[config.mk]
export PLATFORM = sky130hd
export DESIGN_NAME = hard_reset_receiver
export DESIGN_NICKNAME = d
export VERILOG_FILES = /design/src/rtl/pd_tcpc_pkg.sv /design/src/rtl/cycle_counter.sv /design/src/rtl/hard_reset_receiver.sv
export SDC_FILE = /design/constraint.sdc
export NUM_CORES = 1
export LEC_CHECK = 0
export BUFFER_PORTS_ARGS = -buffer_cell sky130_fd_sc_hd__buf_2
export CAP_MARGIN = 20
export CORE_MARGIN = 2
export CORE_UTILIZATION = 40
export DETAILED_ROUTE_END_ITERATION = 10
export GPL_TIMING_DRIVEN = 0
export MAX_ROUTING_LAYER = met4
export PLACE_DENSITY = 0.68
export SKIP_LAST_GASP = 1
export SYNTH_ARGS = -nofsm -noshare
export SYNTH_HDL_FRONTEND = slang
export SYNTH_SLANG_ARGS = --single-unit
[constraint.sdc]
create_clock -name CLK -period 2.6 [get_ports CLK]
set_clock_uncertainty 0.15 [all_clocks]
set_input_delay 0 -clock CLK [delete_from_list [all_inputs] [get_ports CLK]]
set_output_delay 0 -clock CLK [all_outputs]
set_load 0.1 [all_outputs]
[src/rtl/pd_tcpc_pkg.sv]
// Shared definitions for the USB-PD TCPC hard/cable reset blocks.
// Holds the reset-handling FSM encoding, ALERT and RECEIVE_DETECT bit
// positions, received frame-type codes and the timeout counter width.
package pd_tcpc_pkg;

  typedef enum logic [5:0] {
    ST_IDLE           = 6'b000001,
    ST_WAIT_FOR_RESET = 6'b000010,
    ST_RESET_LAYER    = 6'b000100,
    ST_INDICATE       = 6'b001000,
    ST_WAIT_COMPLETE  = 6'b010000,
    ST_REPORT         = 6'b100000
  } hr_state_t;

  localparam int ALERT_RX_HARD_RESET = 3;
  localparam int RD_EN_HARD_RESET    = 5;
  localparam int RD_EN_CABLE_RESET   = 6;

  localparam logic [2:0] FRAME_NONE        = 3'b000;
  localparam logic [2:0] FRAME_HARD_RESET  = 3'b101;
  localparam logic [2:0] FRAME_CABLE_RESET = 3'b110;

  localparam int HR_CNT_W = 10;

  // Hard Reset takes precedence when both ordered sets qualify together.
  function automatic logic [2:0] reset_frame_type(input logic hard);
    return hard ? FRAME_HARD_RESET : FRAME_CABLE_RESET;
  endfunction

endpackage

[src/rtl/cycle_counter.sv]
// Free-running cycle counter used to time out TCPM reset handling.
// Ports: CLK clock, reset sync active-high, clear (priority over enable),
// enable increments by one per cycle, count current value.
module cycle_counter
  import pd_tcpc_pkg::*;
(
  input  logic                CLK,
  input  logic                reset,
  input  logic                clear,
  input  logic                enable,
  output logic [HR_CNT_W-1:0] count
);

  always_ff @(posedge CLK) begin
    if (reset || clear) begin
      count <= '0;
    end else if (enable) begin
      count <= count + HR_CNT_W'(1);
    end
  end

endmodule

[src/rtl/hard_reset_receiver.sv]
// Receive-side Hard/Cable Reset handler of the TCPC.
// Ports: CLK, reset (sync active-high); PHY_HR_RX / PHY_CR_RX ordered-set
// pulses from the PHY; RECEIVE_DETECT_WR + iRECEIVE_DETECT register write;
// ALERT_CLEAR write-1-to-clear mask; PE_HR_DONE completion from the TCPM.
// Outputs (all registered): oRECEIVE_DETECT, ALERT, oRX_FRAME_TYPE,
// PRL_Reset one-cycle protocol-layer reset, HR_Busy, sticky HR_Timeout.
module hard_reset_receiver
  import pd_tcpc_pkg::*;
#(
  parameter int HR_COMPLETE_CYCLES = 16
) (
  input  logic        CLK,
  input  logic        reset,
  input  logic        PHY_HR_RX,
  input  logic        PHY_CR_RX,
  input  logic        RECEIVE_DETECT_WR,
  input  logic [7:0]  iRECEIVE_DETECT,
  input  logic [15:0] ALERT_CLEAR,
  input  logic        PE_HR_DONE,
  output logic [7:0]  oRECEIVE_DETECT,
  output logic [15:0] ALERT,
  output logic [2:0]  oRX_FRAME_TYPE,
  output logic        PRL_Reset,
  output logic        HR_Busy,
  output logic        HR_Timeout
);

  localparam logic [HR_CNT_W-1:0] TERM_COUNT = HR_CNT_W'(HR_COMPLETE_CYCLES - 1);

  hr_state_t           state;
  logic [HR_CNT_W-1:0] count;
  logic                det_hard;
  logic                det_cable;
  logic                detect;
  logic                term;

  // Only enabled ordered sets count, and only while listening.
  assign det_hard  = PHY_HR_RX & oRECEIVE_DETECT[RD_EN_HARD_RESET];
  assign det_cable = PHY_CR_RX & oRECEIVE_DETECT[RD_EN_CABLE_RESET];
  assign detect    = (state == ST_WAIT_FOR_RESET) & (det_hard | det_cable);
  assign term      = (count == TERM_COUNT);

  // Counter is zeroed on the way out of INDICATE and runs only while waiting.
  cycle_counter u_cycle_counter (
    .CLK    (CLK),
    .reset  (reset),
    .clear  (state == ST_INDICATE),
    .enable (state == ST_WAIT_COMPLETE),
    .count  (count)
  );

  always_ff @(posedge CLK) begin
    if (reset) begin
      state           <= ST_IDLE;
      ALERT           <= '0;
      oRECEIVE_DETECT <= '0;
      oRX_FRAME_TYPE  <= FRAME_NONE;
      PRL_Reset       <= 1'b0;
      HR_Busy         <= 1'b0;
      HR_Timeout      <= 1'b0;
    end else begin
      PRL_Reset <= 1'b0;
      // Later per-bit assignments below override the clear (set wins).
      ALERT <= ALERT & ~ALERT_CLEAR;
      if (RECEIVE_DETECT_WR) begin
        oRECEIVE_DETECT <= iRECEIVE_DETECT;
      end

      case (state)
        ST_IDLE: begin
          state <= ST_WAIT_FOR_RESET;
        end
        ST_WAIT_FOR_RESET: begin
          if (detect) begin
            state           <= ST_RESET_LAYER;
            PRL_Reset       <= 1'b1;
            HR_Busy         <= 1'b1;
            HR_Timeout      <= 1'b0;
            oRECEIVE_DETECT <= '0;
            oRX_FRAME_TYPE  <= reset_frame_type(det_hard);
          end
        end
        ST_RESET_LAYER: begin
          state <= ST_INDICATE;
        end
        ST_INDICATE: begin
          state                      <= ST_WAIT_COMPLETE;
          ALERT[ALERT_RX_HARD_RESET] <= 1'b1;
        end
        ST_WAIT_COMPLETE: begin
          // Completion beats the terminal count when both arrive together.
          if (PE_HR_DONE) begin
            state <= ST_REPORT;
          end else if (term) begin
            state      <= ST_REPORT;
            HR_Timeout <= 1'b1;
          end
        end
        ST_REPORT: begin
          state   <= ST_WAIT_FOR_RESET;
          HR_Busy <= 1'b0;
        end
        default: begin
          state <= ST_IDLE;
        end
      endcase
    end
  end

endmodule

# Word level (Yosys, flattened, before mapping)
# Index checks and enable logic that the tools add are counted.
# W data, S select, Z words.
[totals]
ff_bits = 46
inputBits = 30
out_inout_bits = 30
wordCells = 52
[classes]
n_addsub = 1
eq_ne = 11
muxes = 16
bitwise_logic = 7
reduce_logical = 9
[op_table]
columns = ["operator", "n"]
rows = [
  ["$pmux W6 S5", 1],
  ["$mux W8", 3],
  ["$mux W6", 3],
  ["$and A16 B16 Y16", 1],
  ["$not A16 Y16", 1],
  ["$add A10 B1 Y10 const B", 1],
  ["$eq A10 B4 Y1 const B", 1],
  ["$eq A6 B1 Y1 const B", 1],
  ["$eq A6 B2 Y1 const B", 1],
  ["$eq A6 B3 Y1 const B", 1],
  ["$eq A6 B4 Y1 const B", 1],
  ["$eq A6 B5 Y1 const B", 1],
  ["$eq A6 B6 Y1 const B", 1],
  ["$mux W1", 6],
  ["$ne A2 B2 Y1 const B", 3],
  ["$reduce_and A2 Y1", 3],
  ["$pmux W1 S2", 2],
  ["$reduce_and A4 Y1", 1],
  ["$reduce_bool A2 Y1", 2],
  ["$reduce_or A2 Y1", 2],
  ["$and A1 B1 Y1", 3],
  ["$ne A3 B3 Y1 const B", 1],
  ["$mux W2", 1],
  ["$logic_or A1 B1 Y1", 1],
  ["other kinds (2)", 2],
]

# Longest topological paths before layout
[logic_depth]
ltp_word = 5
mapped_depth = 6
ltp_nobuf = 5

# By module
# From an unflattened synthesis, not the netlist that was laid out.
[unflattened]
cells_unflattened = 174
area_unflattened_um2 = 1735.4
[by_module_without_submodules]
columns = ["mod", "instances", "cells_per_inst", "area_each_um2", "seq_area_each_um2"]
rows = [
  ["hard_reset_receiver", 1, 126, 1291.2, 720.7],
  ["cycle_counter", 1, 48, 444.2, 200.2],
]

# Least setup slack after synthesis
# No wires, ideal clock.
[synth_timing]
kind = "register to register"
start = "register oRECEIVE_DETECT[5]"
end = "register HR_Timeout"
setup_ns = 0.122
t_arrival_ns = 1.866
required_time_ns = 2.328
slack_ns = 0.462
path_stages_with_launch = 6
n_path_buf = 1
synth_period_minus_slack_ns = 2.138
path_cell_list = "dfxtp_1 -> a22oi_1 -> nor3_2 -> or2_2 -> buf_4 -> o21ai_0"
[synth_via]
elab_chain_len = 5
[synth_rtl]
columns = ["item", "line", "rtl"]
rows = [
  ["start: declaration", "hard_reset_receiver.sv:20", "output logic [7:0] oRECEIVE_DETECT,"],
  ["start signal: assignment", "hard_reset_receiver.sv:66", "oRECEIVE_DETECT <= iRECEIVE_DETECT;"],
  ["$and A1 B1 Y1", "hard_reset_receiver.sv:38", "assign det_hard = PHY_HR_RX & oRECEIVE_DETECT[RD_EN_HARD_RESET];"],
  ["$or A1 B1 Y1", "hard_reset_receiver.sv:40", "assign detect = (state == ST_WAIT_FOR_RESET) & (det_hard | det_cable);"],
  ["$and A1 B1 Y1", "hard_reset_receiver.sv:40", ""],
  ["$ne A2 B2 Y1 (no source line)", "-", ""],
  ["$reduce_and A4 Y1 (no source line)", "-", ""],
  ["end signal: assignment", "hard_reset_receiver.sv:60", "HR_Timeout <= 1'b0;"],
  ["end signal: assignment", "hard_reset_receiver.sv:78", "HR_Timeout <= 1'b0;"],
  ["end signal: assignment", "hard_reset_receiver.sv:96", "HR_Timeout <= 1'b1;"],
  ["end: declaration", "hard_reset_receiver.sv:25", "output logic HR_Timeout"],
]
# No other way between the ends.
# A chain may end at the register's enable or synchronous reset.

# Worst setup path in the final report
[layout_timing]
start = "register state[0]"
end = "register u_cycle_counter.count[5]"
[layout_via]
elab_chain_len = 2
word_cells_on_any_way = 3
classes_between = "2 x eq/ne; 1 x reduce/logical"
[layout_rtl]
columns = ["item", "line", "rtl"]
rows = [
  ["start: declaration", "hard_reset_receiver.sv:30", "hr_state_t state;"],
  ["start signal: assignment", "hard_reset_receiver.sv:54", "state <= ST_IDLE;"],
  ["start signal: assignment", "hard_reset_receiver.sv:71", "state <= ST_WAIT_FOR_RESET;"],
  ["start signal: assignment", "hard_reset_receiver.sv:75", "state <= ST_RESET_LAYER;"],
  ["$eq A6 B4 Y1", "hard_reset_receiver.sv:47", ".clear (state == ST_INDICATE),"],
  ["$logic_or A1 B1 Y1", "cycle_counter.sv:15", "if (reset || clear) begin"],
  ["end signal: assignment", "cycle_counter.sv:18", "count <= count + HR_CNT_W'(1);"],
  ["end: declaration", "cycle_counter.sv:11", "output logic [HR_CNT_W-1:0] count"],
]
# Parallel ways exist; a longest one is shown, timed or not.

==> results.py <==
metrics = {
    "worst_hold_path": {
        "min-delay-path-class": "in -> reg",
    },
    "logic_synthesis": {
        "syn_nets": 208,
        "synth-seq-area-share": 0.518,
        "ys_seq_elements": 46,
        "synth_cell_type_count": 43,
        "synth_top_cell_by_area": "dfxtp_1",
        "yosysWarnings": 0,
        "syn-instance-count": 177,
        "synth_edf_count": 0,
        "ys.flop_type": "dfxtp_1",
        "netlist_top_cells_area": "dfxtp_1, nor3b_1, mux2i_1",
        "synth_area_mm2": 0.00178,
        "synthArstFlopShare": 0,
        "avgSynthCellArea_um2": 10.1,
        "yosys.area.top_type_share": 0.518,
    },
    "power": {
        "p_sw_w": 0.000370,
        "power_density_mw_per_mm2": 554,
        "comb_power_share": 0.146,
        "peakVddDrop_mv": 0.269,
        "p_leak_nw": 1.08,
        "pwr-share-clk": 0.325,
        "internal_power_w": 0.00101,
        "seqPwrFrac": 0.529,
        "sw_frac_of_total": 0.269,
    },
    "clock_tree": {
        "clkTransAtPathRegs_ns": 0.08,
        "cts.sinks": 46,
        "htreeDepth": 2,
        "post_cts_buffers": 0,
        "clkLatencyLatePin_ns": 0.29,
        "ctsRootBufferMaster": "clkbuf_8",
        "clock_path_buffers": 2,
        "tritoncts": "done",
        "numCtsBuffers": 5,
    },
    "cells_and_area": {
        "final_cell_mix": "buf_2, dfxtp_1, dlygate4sd3_1",
        "seq_area_um2": 921,
        "fill_cells": 408,
        "n_antenna_cell": 0,
        "final_common_cell": "buf_2",
        "nNetsFinal": 298,
        "drive_above_1_share": 0.299,
        "multi_input_area_um2": 815,
        "final_util": 0.575,
        "fin_area_mm2": 0.00248,
        "area_growth_pct": 39.7,
    },
    "sta": {
        "holdWs_ns": 0.00819,
        "setup_slack_ns": 0.586,
        "setup_viol": 0,
        "hold_viol": 0,
        "maxSlewViolCount": 0,
        "setup_tns_ns": 0,
        "rsz0062_at_grt": "no",
        "fin_crit_sh": 0.774,
        "fin_crit_ns": 2.01,
        "slew_headroom": 0.614,
        "clock.fmax_mhz": 497,
        "tightestPinTransition_ns": 0.578,
    },
    "run": {
        "maxCapViolCount": 0,
    },
    "global_route": {
        "grt_use_total": 0.163,
        "overflow": 0,
        "grt_pass1_vias": 1428,
        "antenna_found_initial": 0,
        "grt_pass1_wl_um": 6310,
        "grt_max_degree": 15,
    },
    "place": {
        "io_buffers": 57,
        "post-dp-hpwl_um": 2510,
        "place_ws_ns": 0.565,
        "place_area_mm2": 0.00213,
        "gp_congestion": 0.804,
    },
    "critical_path": {
        "end_kind": "flip-flop",
        "cp.arrival_ns": 2.05,
        "cp_top_family": "simple AND/OR/NAND/NOR gates",
        "worstPathMaxFanout": 10,
        "critPathMaxStageDelay_ns": 0.69,
        "worstSetupPathType": "reg -> reg",
        "cp_slowest_cell": "or4_2",
        "crit_required_ns": 2.64,
        "worstSetupStartpointType": "flip-flop",
        "cp_num_buf_inv": 1,
        "cp_cell_sequence": "buf_2 -> or4_2 -> o21ai_2 -> or4_1 -> nand2_1",
    },
    "run_status": {
        "status": "completed",
    },
    "route": {
        "wl_per_cell_um": 11.7,
        "route.vias.total": 1559,
        "drtIter0Drc": 60,
        "wl_met2_um": 1700,
        "dr.pass1.iters": 4,
        "drc_errors": 0,
        "drt-total-wl_um": 3740,
        "highest-signal-layer": "met4",
        "m1WireLength_um": 1790,
        "vias_per_cell": 4.87,
        "ant_nets": 0,
        "wl_met3_um": 172,
    },
    "die": {
        "rows": 24,
        "die_w_um": 70.7,
        "initial_core_util": 0.411,
        "die-area_mm2": 0.00500,
        "fp.dieH_um": 70.7,
        "core_mm2": 0.00432,
        "io-pin-count": 60,
    },
}
registers in the layout (all words and copies together), names as in the netlist:
signal                 cells
oRX_FRAME_TYPE             3
oRECEIVE_DETECT            8
HR_Timeout                 1
u_cycle_counter.count     10
ALERT                     16
HR_Busy                    1
PRL_Reset                  1
state                      6
per-layer routing:
layer / up-vias / track usage
met5: - / -
met4: 0 / 0.0692
met3: 9 / 0.0456
met2: 37 / 0.260
met1: 707 / 0.194
li1: 806 / -
final timing paths:
kind                                    to  depth (start not counted)  slack (ns)         startpoint
setup / recovery  u_cycle_counter.count[5]                          5        0.59           state[0]
hold / removal                    state[2]                          3       0.008          PHY_CR_RX
setup reg to reg  u_cycle_counter.count[5]                          5        0.59           state[0]
hold reg to reg          oRX_FRAME_TYPE[2]                          2        0.32  oRX_FRAME_TYPE[2]
timing repair:
action	in CTS	in global routing
hold endpoints to repair	29	0
hold buffers	26	0
resized for setup	0	0
final cells by class:
| type | count | share of cell area |
|---|---|---|
| buffer | 7 | 0.0131 |
| clock buffer | 6 | 0.0332 |
| clock inverter | 2 | 0.00504 |
| inverter | 3 | 0.00453 |
| multi-input combinational | 121 | 0.328 |
| sequential | 46 | 0.371 |
| tap | 52 | 0.0262 |
| timing repair buffer | 83 | 0.220 |
metrics by stage:
stage / cells / power (W)
after floorplan: 177 / 0.000871
after global routing: 320 / 0.00144
after global placement: 286 / 0.000914
final: 320 / 0.00138
after detailed placement: 286 / 0.000916
after CTS: 320 / 0.00139
power groups by stage:
stage                     Clock (W)  Combinational (W)  Sequential [W]
after floorplan                   0          0.0000643        0.000807
after global placement            0           0.000170        0.000744
after detailed placement          0           0.000171        0.000745
after CTS                  0.000465           0.000201        0.000728
after global routing       0.000489           0.000217        0.000731
final                      0.000447           0.000202        0.000728
cell usage after synthesis, types with 2 or more instances:
library cell and n:
nor3_1 4, clkbuf_1 3, mux2i_1 8, a22oi_1 2
dfxtp_1 46, o21ai_0 4, nand4_1 3, or3_1 2
or4_4 2, xor2_1 6, a21oi_1 7, and2_1 2
or2_2 2, inv_1 3, nor3b_1 16, nor4_1 4
nand2_1 7, nand3_1 5, buf_2 2, nor2_1 21
nand2b_1 4, or4_1 3
tightest hold or removal path, cell delays in order:
cell	delay, ns
buf_2	0.08
a22oi_1	0.14
nor4_1	0.18
cell families after synthesis:
logic type	count (synthesis)	synth area share
DFF	46	0.518
buffers and inverters	10	0.0246
AOI/OAI and AO/OA	20	0.0724
xor gates and xnor gates	7	0.0345
and+or+nand+nor	85	0.299
muxes	8	0.0450
adders and majority gates	1	0.00703
(Power assumes the default switching activity.)
